$ cat config.mk
export PLATFORM = sky130hd
export DESIGN_NAME = mem_access_ctrl
export DESIGN_NICKNAME = d
export VERILOG_FILES = /design/src/rtl/mem_access_ctrl.sv
export SDC_FILE = /design/constraint.sdc
export NUM_CORES = 1
export LEC_CHECK = 0
export ABC_CLOCK_PERIOD_IN_PS = 3700
export BUFFER_PORTS_ARGS = -buffer_cell sky130_fd_sc_hd__buf_2
export CORE_UTILIZATION = 53
export CTS_CLUSTER_DIAMETER = 120
export DETAILED_ROUTE_END_ITERATION = 16
export PLACE_DENSITY_LB_ADDON = 0.12
export REMOVE_ABC_BUFFERS = 1
export SYNTH_ARGS = -nofsm -noshare
export SYNTH_HDL_FRONTEND = slang
export SYNTH_SLANG_ARGS = --single-unit
$ cat constraint.sdc
create_clock -name clk -period 3.7 [get_ports clk]
set_clock_uncertainty 0.15 [all_clocks]
set_input_delay 0.74 -clock clk [delete_from_list [all_inputs] [get_ports clk]]
set_output_delay 0.74 -clock clk [all_outputs]
set_load 0.005 [all_outputs]
$ cat src/rtl/mem_access_ctrl.sv
// Load/store sequencer between the MEM pipeline stage and a variable-latency data memory.
// One access in flight at a time: IDLE accepts, ACCESS waits for mem_ack or timeout, RESP pulses the result.
module mem_access_ctrl #(
    parameter int TIMEOUT   = 255,
    parameter int TIMEOUT_W = 8
) (
    input  logic        clk,
    input  logic        reset,
    input  logic        req_valid,
    output logic        req_ready,
    input  logic        req_we,
    input  logic [2:0]  req_type,
    input  logic [31:0] req_addr,
    input  logic [31:0] req_wdata,
    output logic        mem_req,
    output logic        mem_we,
    output logic [31:0] mem_addr,
    output logic [31:0] mem_wdata,
    output logic [3:0]  mem_be,
    input  logic        mem_ack,
    input  logic [31:0] mem_rdata,
    output logic        resp_valid,
    output logic [31:0] resp_data,
    output logic        resp_err,
    output logic        busy
);

    typedef enum logic [1:0] {
        IDLE,
        ACCESS,
        RESP
    } state_t;

    state_t state, state_next;

    logic                 lat_we;
    logic [2:0]           lat_type;
    logic [31:0]          lat_addr;
    logic [31:0]          lat_wdata;
    logic [TIMEOUT_W-1:0] cnt;
    logic [31:0]          resp_data_q;
    logic                 resp_err_q;

    logic                 accept;
    logic                 legal;
    logic                 timeout_hit;
    logic [7:0]           load_byte;
    logic [15:0]          load_half;
    logic [31:0]          load_data;
    logic [31:0]          store_data;
    logic [3:0]           store_be;

    assign accept      = req_valid && (state == IDLE);
    assign timeout_hit = (cnt == TIMEOUT_W'(TIMEOUT - 1));

    // Legality of the incoming request decides between a memory access and an immediate error.
    always_comb begin
        legal = 1'b0;
        case (req_type)
            3'b000:         legal = (req_addr[1:0] == 2'b00);
            3'b001, 3'b101: legal = 1'b1;
            3'b010, 3'b110: legal = ~req_addr[0];
            default:        legal = 1'b0;
        endcase
    end

    always_ff @(posedge clk) begin
        if (reset) begin
            state <= IDLE;
        end else begin
            state <= state_next;
        end
    end

    always_comb begin
        state_next = state;
        case (state)
            IDLE: begin
                if (accept) begin
                    state_next = legal ? ACCESS : RESP;
                end
            end
            ACCESS: begin
                if (mem_ack || timeout_hit) begin
                    state_next = RESP;
                end
            end
            RESP:    state_next = IDLE;
            default: state_next = IDLE;
        endcase
    end

    // An ack in the final timeout cycle is checked first so it completes the access successfully.
    always_ff @(posedge clk) begin
        if (reset) begin
            lat_we      <= 1'b0;
            lat_type    <= 3'b000;
            lat_addr    <= 32'h0;
            lat_wdata   <= 32'h0;
            cnt         <= '0;
            resp_data_q <= 32'h0;
            resp_err_q  <= 1'b0;
        end else begin
            case (state)
                IDLE: begin
                    cnt <= '0;
                    if (accept) begin
                        lat_we      <= req_we;
                        lat_type    <= req_type;
                        lat_addr    <= req_addr;
                        lat_wdata   <= req_wdata;
                        resp_data_q <= 32'h0;
                        resp_err_q  <= ~legal;
                    end
                end
                ACCESS: begin
                    if (mem_ack) begin
                        resp_data_q <= lat_we ? 32'h0 : load_data;
                        resp_err_q  <= 1'b0;
                    end else if (timeout_hit) begin
                        resp_data_q <= 32'h0;
                        resp_err_q  <= 1'b1;
                    end else begin
                        cnt <= cnt + TIMEOUT_W'(1);
                    end
                end
                default: begin
                    cnt <= '0;
                end
            endcase
        end
    end

    always_comb begin
        load_byte = mem_rdata[7:0];
        case (lat_addr[1:0])
            2'b00: load_byte = mem_rdata[7:0];
            2'b01: load_byte = mem_rdata[15:8];
            2'b10: load_byte = mem_rdata[23:16];
            2'b11: load_byte = mem_rdata[31:24];
            default: load_byte = mem_rdata[7:0];
        endcase
        load_half = lat_addr[1] ? mem_rdata[31:16] : mem_rdata[15:0];
    end

    always_comb begin
        load_data = mem_rdata;
        case (lat_type)
            3'b001:  load_data = {{24{load_byte[7]}}, load_byte};
            3'b101:  load_data = {24'h0, load_byte};
            3'b010:  load_data = {{16{load_half[15]}}, load_half};
            3'b110:  load_data = {16'h0, load_half};
            default: load_data = mem_rdata;
        endcase
    end

    // Signedness only matters for loads, so stores decode just the size bits.
    always_comb begin
        store_data = lat_wdata;
        store_be   = 4'b1111;
        case (lat_type[1:0])
            2'b01: begin
                store_data = {4{lat_wdata[7:0]}};
                store_be   = 4'b0001 << lat_addr[1:0];
            end
            2'b10: begin
                store_data = {2{lat_wdata[15:0]}};
                store_be   = lat_addr[1] ? 4'b1100 : 4'b0011;
            end
            default: begin
                store_data = lat_wdata;
                store_be   = 4'b1111;
            end
        endcase
    end

    assign req_ready  = (state == IDLE);
    assign busy       = (state != IDLE);
    assign mem_req    = (state == ACCESS);
    assign mem_we     = mem_req && lat_we;
    assign mem_addr   = mem_req ? {lat_addr[31:2], 2'b00} : 32'h0;
    assign mem_wdata  = mem_we ? store_data : 32'h0;
    assign mem_be     = mem_we ? store_be : 4'b0000;
    assign resp_valid = (state == RESP);
    assign resp_data  = resp_valid ? resp_data_q : 32'h0;
    assign resp_err   = resp_valid && resp_err_q;

endmodule

==> results by group <==
Placed design
  • Gpl congestion: approximately 0.83
  • Post-Place Cells: 969
  • Final HPWL DP: 10.1 mm
  • I/O Buffers: 207

Timing
  • Setup violators final: 0
  • Minimum clock period: between 3 and 4 ns
  • Setup repair after global routing missed its margin: false
  • Fin. max-slew vios: 0
  • Least-Margin Pin Slew: between 0.8 and 0.9 ns
  • Max frequency: 308 MHz
  • Crit share post-route: 87.9%
  • Hold Vio Cnt, Final: 0
  • Slew headroom: 45.6%

Yosys
  • Seq cells post-synth: 111
  • Syn Inst Count: 679
  • Synth top area share: between 40% and 50%
  • Synthesized area per cell: 7.91 um^2
  • Post-Synthesis Cell Area: 0.00537 mm^2
  • Synth Area in Adders: 0.932%
  • Synth Area in Compound Gates: between 20% and 30%
  • Synth top cells by count: 142 x nand2_1, 111 x dfxtp_1, 87 x a21oi_1
  • Multiplexer share of the synthesized area: ~2.2%
  • Synth area leaders: dfxtp_1 41%, nand2_1 9.9%, a21oi_1 8.1%, and2_1 7.6%, o2bb2ai_1 4.4%
  • Largest family of logic cells by synthesized area: simple AND/OR/NAND/NOR gates
  • XOR/XNOR share of the synthesized area: less than 1%
  • Ys async rst share: 0%
  • Number of synthesized flops with an enable pin: 0
  • Top-count cell post-synth: nand2_1
  • Yosys cell types: 49
  • Ys Warns: 0
  • Primary FF master, synth: dfxtp_1
  • Synth area leader: dfxtp_1
  • Sequential fraction of the synthesis area: between 40% and 50%
  • Synth Area in Simple Gates: 26.3%

Worst hold path
  • Hold_sp: lat_addr[6]$_SDFFE_PP0P_
  • Hold worst-path end: lat_addr[6]$_SDFFE_PP0P_
  • Worst min path class: flop to flop
  • WHS Path Cells: 2

Worst setup path
  • Worst r2r dst: resp_data_q[4]$_SDFFE_PP0P_
  • Critical Path Max Stage Delay: 0.57 ns
  • R2R Setup Slk: 1.13 ns
  • Cell Chain, Critical Path: ha_1 > or2_2 > and3_1 > a21oi_1 > nor2_1 > buf_2
  • Crit Path Class: flop to primary output
  • Data arrival, critical path: 2.36 ns
  • R2r worst-path depth: 5
  • CP startpoint kind: flop
  • Critical path fanouts, max: 26
  • CP required: 2.81 ns
  • Crit path buffers/inverters: 1
  • Delay-heaviest family, CP: simple AND/OR/NAND/NOR gates
  • Crit-path slowest cell: or2_2
  • Worst R2R Start: lat_type[0]$_SDFFE_PP0P_
  • Worst Setup End Kind: primary output
  • Critical Path Stages: 6

Cells and area
  • Fin cells: 985
  • ANT cells: 0
  • Final Util: 67.1%
  • Nets: 955
  • # fillers: 900
  • Synthesis-to-layout area growth: 22.6%
  • Footprint of the multi-input gates: 0.00285 mm^2
  • Layout cells sized above 1: 29.7%
  • Seq. cell area: 0.00222 mm^2

Power
  • Leakage: 3.05 nW
  • Net Sw Power: 0.694 mW
  • Sequential power share: 52.2%
  • Clock share of power: 32.0%
  • Combinational power share: ~16%
  • Switch share: 27.9%
  • Peak supply drop: 0.237 mV
  • Pwr/cell area: 378 mW/mm^2
  • P_int: 1.79 mW

Detailed routing
  • Via count: 5,469
  • Starting DRC count in detailed routing: 340
  • Drt first pass iters: 5
  • Routed Wire Length: ~15 mm
  • Wire per inst: 15.1 um
  • DRT antenna net count: 0
  • Number of remaining DRC errors: 0
  • DR vias/cell: 5.55

Global routing
  • Largest net degree at the start of global routing: 54
  • Gr usage total: 28.4%
  • Global-route wire length before repair: 23.4 mm
  • Vias in the first global route: 5,079
  • Initial antenna violation count: 0
  • GRT Residual Overflow: 0

CTS
  • # H-tree levels: 3
  • Clk root buf: clkbuf_8
  • Post-CTS resize count: 0
  • CTS tree: built
  • Worst-Skew Late Latency: 0.38 ns
  • Num CTS Buffers: 9
  • Post-CTS Setup Inserts: 0
  • CTS max path bufs: 2
  • Post-CTS Hold Fix Bufs: 0
  • Clk sinks: around 110
  • Clock transition at path regs: approximately 0.11 ns

Die
  • Initial Util: 54.7%
  • Die Height: 103 um
  • Die X: ~100 um
  • Core box area: approximately 0.0098 mm^2
  • # rows: 36
  • Die area: roughly 0.011 mm^2
  • I/O pin count: 210

Run status
  • Outcome: completed

Job
  • Max-cap violations: 0
-- worst max-delay path by stage --
stage                        startpoint       endpoint  slack, ns
2_1_floorplan     state[0]$_SDFFE_PP0P_  mem_wdata[15]      -0.03
3_3_place_gp   lat_type[1]$_SDFFE_PP0P_  mem_wdata[22]       0.93
3_5_place_dp   lat_type[1]$_SDFFE_PP0P_  mem_wdata[22]       0.85
4_1_cts        lat_type[1]$_SDFFE_PP0P_  mem_wdata[22]       0.42
5_1_grt        lat_type[0]$_SDFFE_PP0P_  mem_wdata[16]       0.27
6_report       lat_type[0]$_SDFFE_PP0P_  mem_wdata[18]       0.45
-- registers in the layout, summed over array words and instances, names as in the netlist --
name / cells
resp_err_q: 1
lat_we: 1
lat_type: 3
resp_data_q: 32
lat_wdata: 32
cnt: 8
state: 2
lat_addr: 32
-- kinds of logic (layout without fill, tap and decap cells) --
logic type,after synthesis,after routing
AND/OR/NAND/NOR,303,303
AO/OA/AOI/OAI,175,175
flip-flops,111,111
other,1,2
XOR/XNOR,5,5
buffers and inverters,69,241
multiplexers,11,11
adder cells (fa/ha/maj),4,4
-- power groups by stage --
stage | clock, mW | sequential, mW | combinational (mW)
after detailed placement | 0 | 1.33 | 0.393
after global routing | 0.858 | 1.31 | 0.442
after CTS | 0.813 | 1.30 | 0.395
after global placement | 0 | 1.32 | 0.382
final | 0.795 | 1.30 | 0.394
after floorplan | 0 | 1.31 | 0.233
-- per-stage QoR --
| step | power (mW) | setup WS [ns] | cell area [um^2] | setup TNS (ns) | hold WS, ns |
|---|---|---|---|---|---|
| CTS | 2.51 | 0.422 | 6590 | 0 | 0.306 |
| detailed placement | 1.72 | 0.854 | 6370 | 0 | 0.292 |
| finish | 2.49 | 0.449 | 6590 | 0 | 0.305 |
| global route | 2.61 | 0.270 | 6590 | 0 | 0.322 |
| global placement | 1.70 | 0.926 | 6370 | 0 | 0.286 |
| floorplan | 1.54 | -0.0350 | 5100 | -0.0700 | 0.274 |
-- worst min-delay path, cell delays in order, from the launching register on --
cell and delay, ns:
dfxtp_1 0.32, nand2_1 0.05, a21oi_1 0.05
-- cells in the final DEF, fill, tap and decap left out, types with 3 or more instances in the layout --
| cell type | instances |
|---|---|
| a211oi_1 | 4 |
| a21oi_1 | 87 |
| a221o_1 | 8 |
| a221oi_1 | 7 |
| a222oi_1 | 7 |
| a22oi_1 | 7 |
| and2_1 | 64 |
| and3_1 | 17 |
| buf_2 | 207 |
| buf_4 | 9 |
| clkbuf_8 | 9 |
| dfxtp_1 | 111 |
| ha_1 | 4 |
| inv_1 | 9 |
| mux2_2 | 7 |
| mux2i_1 | 4 |
| nand2_1 | 141 |
| nand3_1 | 5 |
| nor2_1 | 53 |
| nor2b_1 | 5 |
| o21ai_0 | 9 |
| o21bai_1 | 3 |
| o2bb2ai_1 | 27 |
| o2bb2ai_2 | 4 |
| o31ai_1 | 3 |
| or2_2 | 3 |
| xnor2_1 | 4 |
-- area by class of cell --
| type | count | area share (%) |
|---|---|---|
| multi-input combinational | 500 | 43.2 |
| inverter | 9 | 0.513 |
| sequential | 111 | 33.7 |
| tap | 133 | 2.53 |
| timing repair buffer | 216 | 16.8 |
| clock inverter | 5 | 1.24 |
| clock buffer | 11 | 2.00 |
-- routing by layer --
layer	part of all wire (%)	up-vias	wire, um	global-route usage, %
met5	0	-	0	0
met4	2.6	0	384	12.6
met3	8.4	34	1240	6.92
met2	47	251	7040	47.3
met1	42	2528	6160	34.7
li1	-	2656	-	-
No activity file was read; power rests on OpenSTA's default activity.
